[src/rtl/scan_digit_ctrl.sv]
// scan_digit_ctrl: parses a PS/2 scan-code byte stream (dropping break and
// extended sequences) and keeps a right-entry scrolling buffer of the most
// recent make codes for a bank of per-digit seven-segment decoders.
module scan_digit_ctrl #(
  parameter int unsigned NUM_DIGITS = 6,
  parameter logic [6:0]  BLANK_CODE = 7'h7F,
  parameter logic [7:0]  BS_CODE    = 8'h66,
  parameter logic [7:0]  ESC_CODE   = 8'h76
) (
  input  logic                    clk,
  input  logic                    reset,
  input  logic [7:0]              code_in,
  input  logic                    code_valid,
  output logic [7*NUM_DIGITS-1:0] digit_codes,
  output logic [3:0]              char_count,
  output logic                    update,
  output logic                    overflow
);

  typedef enum logic [1:0] {
    IDLE,
    BRK,
    EXT,
    EXT_BRK
  } state_t;

  localparam logic [3:0] FULL_COUNT = 4'(NUM_DIGITS);

  state_t     state;
  state_t     state_nxt;
  logic       do_push;
  logic       do_bs;
  logic       do_clr;
  logic [6:0] digits [NUM_DIGITS];

  // Parser state register; reset returns to IDLE so the next byte parses fresh
  always_ff @(posedge clk) begin
    if (reset) begin
      state <= IDLE;
    end else begin
      state <= state_nxt;
    end
  end

  // Next-state and action decode; advances only on a byte strobe
  always_comb begin
    state_nxt = state;
    do_push   = 1'b0;
    do_bs     = 1'b0;
    do_clr    = 1'b0;
    if (code_valid) begin
      unique case (state)
        IDLE: begin
          if (code_in == 8'hF0) begin
            state_nxt = BRK;
          end else if (code_in == 8'hE0) begin
            state_nxt = EXT;
          end else if (code_in == BS_CODE) begin
            do_bs = 1'b1;
          end else if (code_in == ESC_CODE) begin
            do_clr = 1'b1;
          end else if (!code_in[7]) begin
            do_push = 1'b1;
          end
        end
        BRK: begin
          state_nxt = IDLE;
        end
        EXT: begin
          state_nxt = (code_in == 8'hF0) ? EXT_BRK : IDLE;
        end
        EXT_BRK: begin
          state_nxt = IDLE;
        end
        default: begin
          state_nxt = IDLE;
        end
      endcase
    end
  end

  // Digit buffer, character count and one-cycle status pulses
  always_ff @(posedge clk) begin
    if (reset) begin
      for (int unsigned i = 0; i < NUM_DIGITS; i++) begin
        digits[i] <= BLANK_CODE;
      end
      char_count <= '0;
      update     <= 1'b0;
      overflow   <= 1'b0;
    end else begin
      update   <= 1'b0;
      overflow <= 1'b0;
      if (do_push) begin
        for (int unsigned i = 1; i < NUM_DIGITS; i++) begin
          digits[i] <= digits[i-1];
        end
        digits[0] <= code_in[6:0];
        if (char_count < FULL_COUNT) begin
          char_count <= char_count + 4'd1;
        end else begin
          overflow <= 1'b1;
        end
        update <= 1'b1;
      end else if (do_bs && (char_count != '0)) begin
        for (int unsigned i = 0; i < NUM_DIGITS - 1; i++) begin
          digits[i] <= digits[i+1];
        end
        digits[NUM_DIGITS-1] <= BLANK_CODE;
        char_count <= char_count - 4'd1;
        update     <= 1'b1;
      end else if (do_clr) begin
        for (int unsigned i = 0; i < NUM_DIGITS; i++) begin
          digits[i] <= BLANK_CODE;
        end
        char_count <= '0;
        update     <= 1'b1;
      end
    end
  end

  // Flatten the buffer; digit 0 occupies the least significant bits
  always_comb begin
    digit_codes = '0;
    for (int unsigned i = 0; i < NUM_DIGITS; i++) begin
      digit_codes[7*i +: 7] = digits[i];
    end
  end

endmodule

[config.mk]
export PLATFORM = sky130hd
export DESIGN_NAME = scan_digit_ctrl
export DESIGN_NICKNAME = d
export VERILOG_FILES = /design/src/rtl/scan_digit_ctrl.sv
export SDC_FILE = /design/constraint.sdc
export NUM_CORES = 1
export LEC_CHECK = 0
export CAP_MARGIN = 20
export CORE_UTILIZATION = 52
export DETAILED_ROUTE_END_ITERATION = 6
export GPL_ROUTABILITY_DRIVEN = 0
export HOLD_SLACK_MARGIN = 0.02
export PLACE_DENSITY = 0.85
export SKIP_CTS_REPAIR_TIMING = 1
export SYNTH_ARGS = -nofsm -noshare
export SYNTH_HDL_FRONTEND = slang
export SYNTH_SLANG_ARGS = --single-unit
[constraint.sdc]
create_clock -name clk -period 3 [get_ports clk]
set_input_delay 0.6 -clock clk [delete_from_list [all_inputs] [get_ports clk]]
set_output_delay 0.6 -clock clk [all_outputs]
set_load 0.01 [all_outputs]
[After elaboration in Yosys (flattened, before gate mapping)]
Memories as Yosys holds them, arrays and structs flattened.
Cells that the tools add are included.
Storage, ports and cells
  bits in registers: 8
  RAM bits: 42
  input bits: 11
  output and inout port bits: 48
  memories kept: 1
Operators by class
  add/subtract/negate cells: 2
  $lt $le $gt $ge: 1
  equality and inequality tests: 9
  mux-type cells: 61
  bitwise operators: 19
  reductions and logical operators: 8
Memory list
  digits: words 6, width 7, rd ports 6, clocked after Yosys merged registers in 0, write ports 6, RTL line 34  | logic [6:0] digits [NUM_DIGITS];
Operators with widths (number)
  7-bit two-way mux: 18
  1-bit two-way mux: 35
  1-bit OR: 18
  8-bit by 7-bit == test with 1-bit output, second input constant: 2
  8-bit == test, second input constant: 2
  4-bit two-way mux: 4
  2-bit two-way mux: 3
  2-bit case mux with 3 select lines: 1
  4-bit by 1-bit adder with 4-bit output, second input constant: 1
  2-bit == test, second input constant: 2
  4-bit by 3-bit less-than comparator with 1-bit output, second input constant: 1
  2-bit AND reduction: 2
  4-bit nonzero test: 1
  2-bit OR reduction: 2
  4-bit by 1-bit subtractor with 4-bit output, second input constant: 1
  3-bit inequality test, second input constant: 1
  3-bit nonzero test: 1
  2-bit by 1-bit == test with 1-bit output, second input constant: 1
  2-bit zero test: 1
  2-bit by 1-bit inequality test with 1-bit output, second input constant: 1
  1-bit logical AND: 1
  1-bit inverter: 1

[Longest topological paths before layout]
Gate-level depths: netlist of the first run.
  word-level depth: 13
  mapped depth: 7
  depth with buffers taken out: 7

[Worst setup path before layout of the first run]
No wires, ideal clock.
  path kind: input to register
  from: in code_in[3]
  to: mem digits[0][0] (enable)
  library setup time: 0.338 ns
  arrival: 1.860 ns
  required time: 2.662 ns
  slack: 0.802 ns
  stages: 5
  cells stage by stage: nand4bb_1 nor2_1 clkbuf_1 nand2_1 a21o_1
RTL lines
  from (decl): RTL line 12  | input logic [7:0] code_in,
  to (decl): RTL line 34

==> metrics.csv, run 1 <==
metric,value,unit
status,"finished, final reports clean",
dpl hpwl,3680,µm
Area contributors post-synth,"edfxtp_1 (56%), o22a_1 (13%), dfxtp_1 (7.1%)",
"Req. time, crit path",3060,ps
DIE WIDTH,67.8,µm
top cell type's share of synthesized area,0.560,
post-synthesis cell count,168,
CP peak stage delay,450,ps
buffer depth of the longest clock path,2,
CP max-delay cell,a2111oi_2,
Avg Synthesized Cell Area,13.4,µm²
share of synthesized registers carrying an async set or reset,0,
setup TNS,0,ps
vias after detailed routing,1705,
Mapped Area,2250,µm²
die area,4600,µm²
syn nets,182,
IO buf count,58,
CTS sink count,50,
GRT Overall Usage,0.244,
Synth cell types,36,
Syn. warnings,0,
antenna-violating nets left,0,
CP top delay family,buffers and inverters,
Num CTS Buffers,5,
number of non-filler instances in the completed layout,282,
initial drt markers,118,
"Max FO, Critical Path",25,
largest area contributor in the netlist,edfxtp_1,
sequential fraction of the synthesis area,0.631,
"FF+latch count, synth",50,
Area Growth Syn to Fin,33.5,%
chip height,67.8,µm
initial antenna violation count,0,
Worst Tran Pin Value,903,ps
dpl cells,274,
Starting Density,0.551,
worst-path cell chain,clkdlybuf4s50_1 -> nand4bb_1 -> a2111oi_2 -> nand2_1 -> buf_4 -> o21ai_0 -> nand2b_1,
vias in the first global route,1550,
vias per cell,6.05,
Power Dens Cells,418,nW/µm²
Critical Path Start,code_in[3],
final WL,5210,µm
Hold Crit Class,reg2reg,
routed len/inst,18.5,µm
Clock Latency Late Sink,310,ps
core area,4090,µm²
Max Clock Freq,407,MHz
IO Pins,59,
top_reg_cell synth,edfxtp_1,
final-report hold violation count,0,
Slew Limit Fails,0,
reg2reg start,char_count[0],
top-count cell post-synth,edfxtp_1,
TritonCTS clock tree,done,
# setup viols final,0,
global-route wire length before repair,7880,µm
Worst setup SP type,input pin,
Final min period,2460,ps
htree depth,2,
min-delay src,state[0],
Leak,0.861,nW
CTS Root Cell,clkbuf_8,
Max Clock Skew,8.43,ps
global route overflow,0,
WP data arrival,2520,ps
FP Rows,23,
Worst Path Buf+Inv,2,
Final Cycle Share,0.819,
RSZ-0062 raised after global routing,no,
largest net degree at the start of global routing,26,
Clock transition at path regs,90,ps
hold_ws,510,ps
Critical Path Sink Type,register,
share of layout cells above drive strength 1,0.0991,
relative max-transition margin,0.398,
Max Cap Viol,0,
Nets,245,
number of synthesized flops with an enable pin,42,
drc violations,0,
diode count,0,
1st-pass router iterations,4,
worst setup path category,in2reg,
commonest cells in the netlist,"edfxtp_1 (42), o22a_1 (34), nand2_1 (9)",
Max rail drop VDD,0.000284,V
-- cell families (layout without fill, tap and decap cells) --
logic type | after synthesis | in the layout | share of synthesized area
DFF | 50 | 50 | 0.631
and+or+nand+nor | 40 | 40 | 0.103
AOI/OAI and AO/OA | 58 | 58 | 0.211
buffers and inverters | 14 | 78 | 0.0239
adders and majority gates | 3 | 3 | 0.0167
muxes | 3 | 3 | 0.0139
-- final timing paths --
check                      end  slack [ps]  cells past startpoint
setup / recovery  digits[0][4]         540                      7
hold / removal        state[0]         510                      2
setup reg to reg  digits[1][6]         640                      6
hold reg to reg       state[0]         510                      2
-- metrics by stage --
step / worst slack, ps / util / cell area, µm² / power [W]
5_1_grt: 381 / 0.735 / 3010 / 0.00129
4_1_cts: 557 / 0.735 / 3010 / 0.00126
3_5_place_dp: 235 / 0.714 / 2920 / 0.000879
6_report: 543 / 0.735 / 3010 / 0.00126
3_3_place_gp: 308 / 0.714 / 2920 / 0.000876
2_1_floorplan: 802 / - / 2250 / 0.000827
-- report_power, final --
group | internal, W | switching, W | leakage (nW)
Sequential | 0.000761 | 0.00000652 | 0.378
Clock | 0.000165 | 0.000227 | 0.0452
Combinational | 0.0000439 | 0.0000514 | 0.437
-- cell usage in the layout, fill, tap and decap left out, types with 2 or more instances in the layout --
master	netlist	routed
clkdlybuf4s50_1	0	58
edfxtp_1	42	42
o22a_1	34	34
nand2_1	9	9
buf_4	0	9
dfxtp_1	8	8
or3_1	7	7
nor2_1	6	6
o21ai_0	5	5
a21oi_1	5	5
clkbuf_8	0	5
a21o_1	4	4
nand2b_1	4	4
inv_1	3	3
nor3_1	3	3
nand3_1	3	3
ha_1	3	3
nor4b_1	2	2
mux2i_1	2	2
-- flip-flops by register name (all words and copies together) (netlist names) --
| signal | count |
|---|---|
| char_count | 4 |
| digits | 42 |
| overflow | 1 |
| state | 2 |
| update | 1 |
-- layer usage --
metal  track usage  vias to the layer above  share of wire
met1         0.326                      825           0.42
met4         0.104                        0          0.016
met2         0.380                       73           0.50
met3        0.0541                        8          0.059
met5             0                        -              0
li1              -                      799              -
-- worst reg2reg max path, cell delays in order, from the launching register on --
cell and delay (ps):
dfxtp_1 460, inv_1 110, ha_1 280, nor4b_1 170
buf_4 150, nand2_1 90, a21o_1 730
-- final cells by class --
cell class | count | area (µm²)
Clock buffer | 6 | 72.6
Clock inverter | 2 | 13.8
Fill cell | 274 | 1080
Inverter | 3 | 11.3
Multi-Input combinational cell | 104 | 776
Sequential cell | 50 | 1420
Tap cell | 50 | 62.6
Timing Repair Buffer | 67 | 648
No activity file was read; power rests on OpenSTA's default activity.
==> inputs of run 2 (changes only) <==
--- a/config.mk
+++ b/config.mk
@@ -6,11 +6,11 @@
 export NUM_CORES = 1
 export LEC_CHECK = 0
 export CAP_MARGIN = 20
-export CORE_UTILIZATION = 52
+export CORE_UTILIZATION = 48
 export DETAILED_ROUTE_END_ITERATION = 6
 export GPL_ROUTABILITY_DRIVEN = 0
 export HOLD_SLACK_MARGIN = 0.02
-export PLACE_DENSITY = 0.85
+export PLACE_DENSITY = 0.79
 export SKIP_CTS_REPAIR_TIMING = 1
 export SYNTH_ARGS = -nofsm -noshare
 export SYNTH_HDL_FRONTEND = slang
==> constraint.sdc (replaced) <==
create_clock -name clk -period 2.3 [get_ports clk]
set_input_delay 0.46 -clock clk [delete_from_list [all_inputs] [get_ports clk]]
set_output_delay 0.46 -clock clk [all_outputs]
set_load 0.01 [all_outputs]
==> metrics.csv, run 2 (synthesis gave the netlist of run 1 again) <==
metric,value,unit,change
Nets,272,,was 245
FP Rows,24,,was 23
antenna-violating nets left,0,,unchanged
dpl cells,303,,was 274
"commonest non-fill, non-tap cells in the layout","clkdlybuf4s50_1 (58), edfxtp_1 (42), o22a_1 (34), buf_4 (34), nand2_1 (9)",,"was clkdlybuf4s50_1 (58), edfxtp_1 (42), o22a_1 (34)"
Slew Limit Fails,0,,unchanged
relative max-transition margin,0.698,,was 0.398
failing checks,DRC,,
final WL,5750,µm,was 5210 µm
TritonCTS clock tree,done,,unchanged
worst setup path endpoint,char_count[0],,was digits[0][4]
Max Cap Viol,0,,unchanged
Hold Crit Class,reg2reg,,unchanged
Reg with most FFs,digits,,unchanged
"Req. time, crit path",2500,ps,was 3060 ps
1st-pass router iterations,6,,was 4
multi-input logic area,776,µm²,unchanged
IO buf count,58,,unchanged
DIE WIDTH,70.5,µm,was 67.8 µm
Clock transition at path regs,80,ps,was 90 ps
drc violations,10,,was 0
Clock Latency Late Sink,310,ps,about the same
Max rail drop VDD,0.000386,V,was 0.000284 V
buffer depth of the longest clock path,2,,unchanged
status,finished with violations,,"was finished, final reports clean"
Critical Path Start,code_in[7],,was code_in[3]
Worst Tran Pin Value,447,ps,was 903 ps
Num CTS Buffers,5,,unchanged
Area Growth Syn to Fin,44.5,%,was 33.5%
GRT Overall Usage,0.251,,was 0.244
Tot Pwr,0.00176,W,was 0.00126 W
final core occ,0.732,,was 0.735
number of non-filler instances in the completed layout,310,,was 282
core area,4440,µm²,was 4090 µm²
max reg flops,42,,unchanged
WP data arrival,2370,ps,was 2520 ps
RSZ-0062 raised after global routing,no,,unchanged
fillers,301,,was 274
reg2reg start,char_count[1],,was char_count[0]
vias in the first global route,1934,,was 1550
final-report hold violation count,0,,unchanged
diode count,0,,unchanged
htree depth,2,,unchanged
global-route wire length before repair,9480,µm,was 7880 µm
"Max FO, Critical Path",6,,was 25
hold_ws,526,ps,was 510 ps
"setup slack, reg-to-reg",190,ps,was 640 ps
routed len/inst,18.6,µm,was 18.5 µm
CTS sink count,50,,unchanged
biggest regs,"digits (42), char_count (4), state (2)",,unchanged
Leak,1.01,nW,was 0.861 nW
Max Clock Skew,9.08,ps,was 8.43 ps
initial drt markers,114,,was 118
initial antenna violation count,0,,unchanged
# setup viols final,0,,unchanged
Power Dens Cells,540,nW/µm²,was 418 nW/µm²
vias per cell,5.99,,was 6.05
Critical Path Sink Type,register,,unchanged
Max Clock Freq,460,MHz,
register area,1420,µm²,unchanged
dpl hpwl,4340,µm,was 3680 µm
Final Cycle Share,0.945,,
CTS Root Cell,clkbuf_8,,unchanged
share of layout cells above drive strength 1,0.190,,was 0.0991
Starting Density,0.506,,was 0.551
worst setup path category,in2reg,,unchanged
hold path cells,2,,unchanged
chip height,70.5,µm,was 67.8 µm
largest net degree at the start of global routing,25,,was 26
global route overflow,0,,unchanged
die area,4970,µm²,was 4600 µm²
vias after detailed routing,1856,,was 1705
Final min period,2170,ps,
RR Endpoint,digits[0][4],,was digits[1][6]
IO Pins,59,,unchanged
R2R cell count,7,,was 6
"most common cell after layout, fill and taps aside",clkdlybuf4s50_1,,unchanged
Worst setup SP type,input pin,,unchanged
## run 2: stage by stage
step	instance area, µm²	setup WS [ps]	TNS, ps
finish	3250	126	0
global route	3250	34.1	0
CTS	3250	132	0
detailed placement	3150	-188	-6730
global placement	3150	-132	-4380
floorplan	2250	242	0
## run 2: worst min-delay path by stage
stage                   from  endpoint  slack, ps
floorplan           state[0]  state[0]        470
global placement    state[0]  state[0]        490
detailed placement  state[0]  state[0]        520
CTS                 state[0]  state[0]        530
global route        state[0]  state[0]        560
finish              state[0]  state[0]        530
## run 2: worst max-delay path, cell delays in order
cell	delay [ps]
clkdlybuf4s50_1	440
or4b_4	510
or4_4	560
o21ai_4	110
mux2i_1	220
nor2_1	60
## run 2: cell type report
class                      instances  area share
clock buffer                       5      0.0212
clock inverter                     2      0.0104
inverter                           3     0.00346
multi-input combinational        104       0.239
sequential                        50       0.437
tap                               52      0.0200
timing repair buffer              94       0.269
## run 2: metal layers
metal  global-route usage  vias up  wire length (µm)
met5                    0        -                 0
met3               0.0505       10               439
met4               0.0748        0                81
met2                0.457       86              3020
li1                     -      847                 -
met1                0.297      913              2210
## run 2: report_power, final
part / switching, W / leakage [nW] / internal (W)
Clock: 0.000279 / 0.0517 / 0.000315
Combinational: 0.0000772 / 0.578 / 0.0000863
Sequential: 0.00000793 / 0.378 / 0.000992
Total: 0.000364 / 1.01 / 0.00139
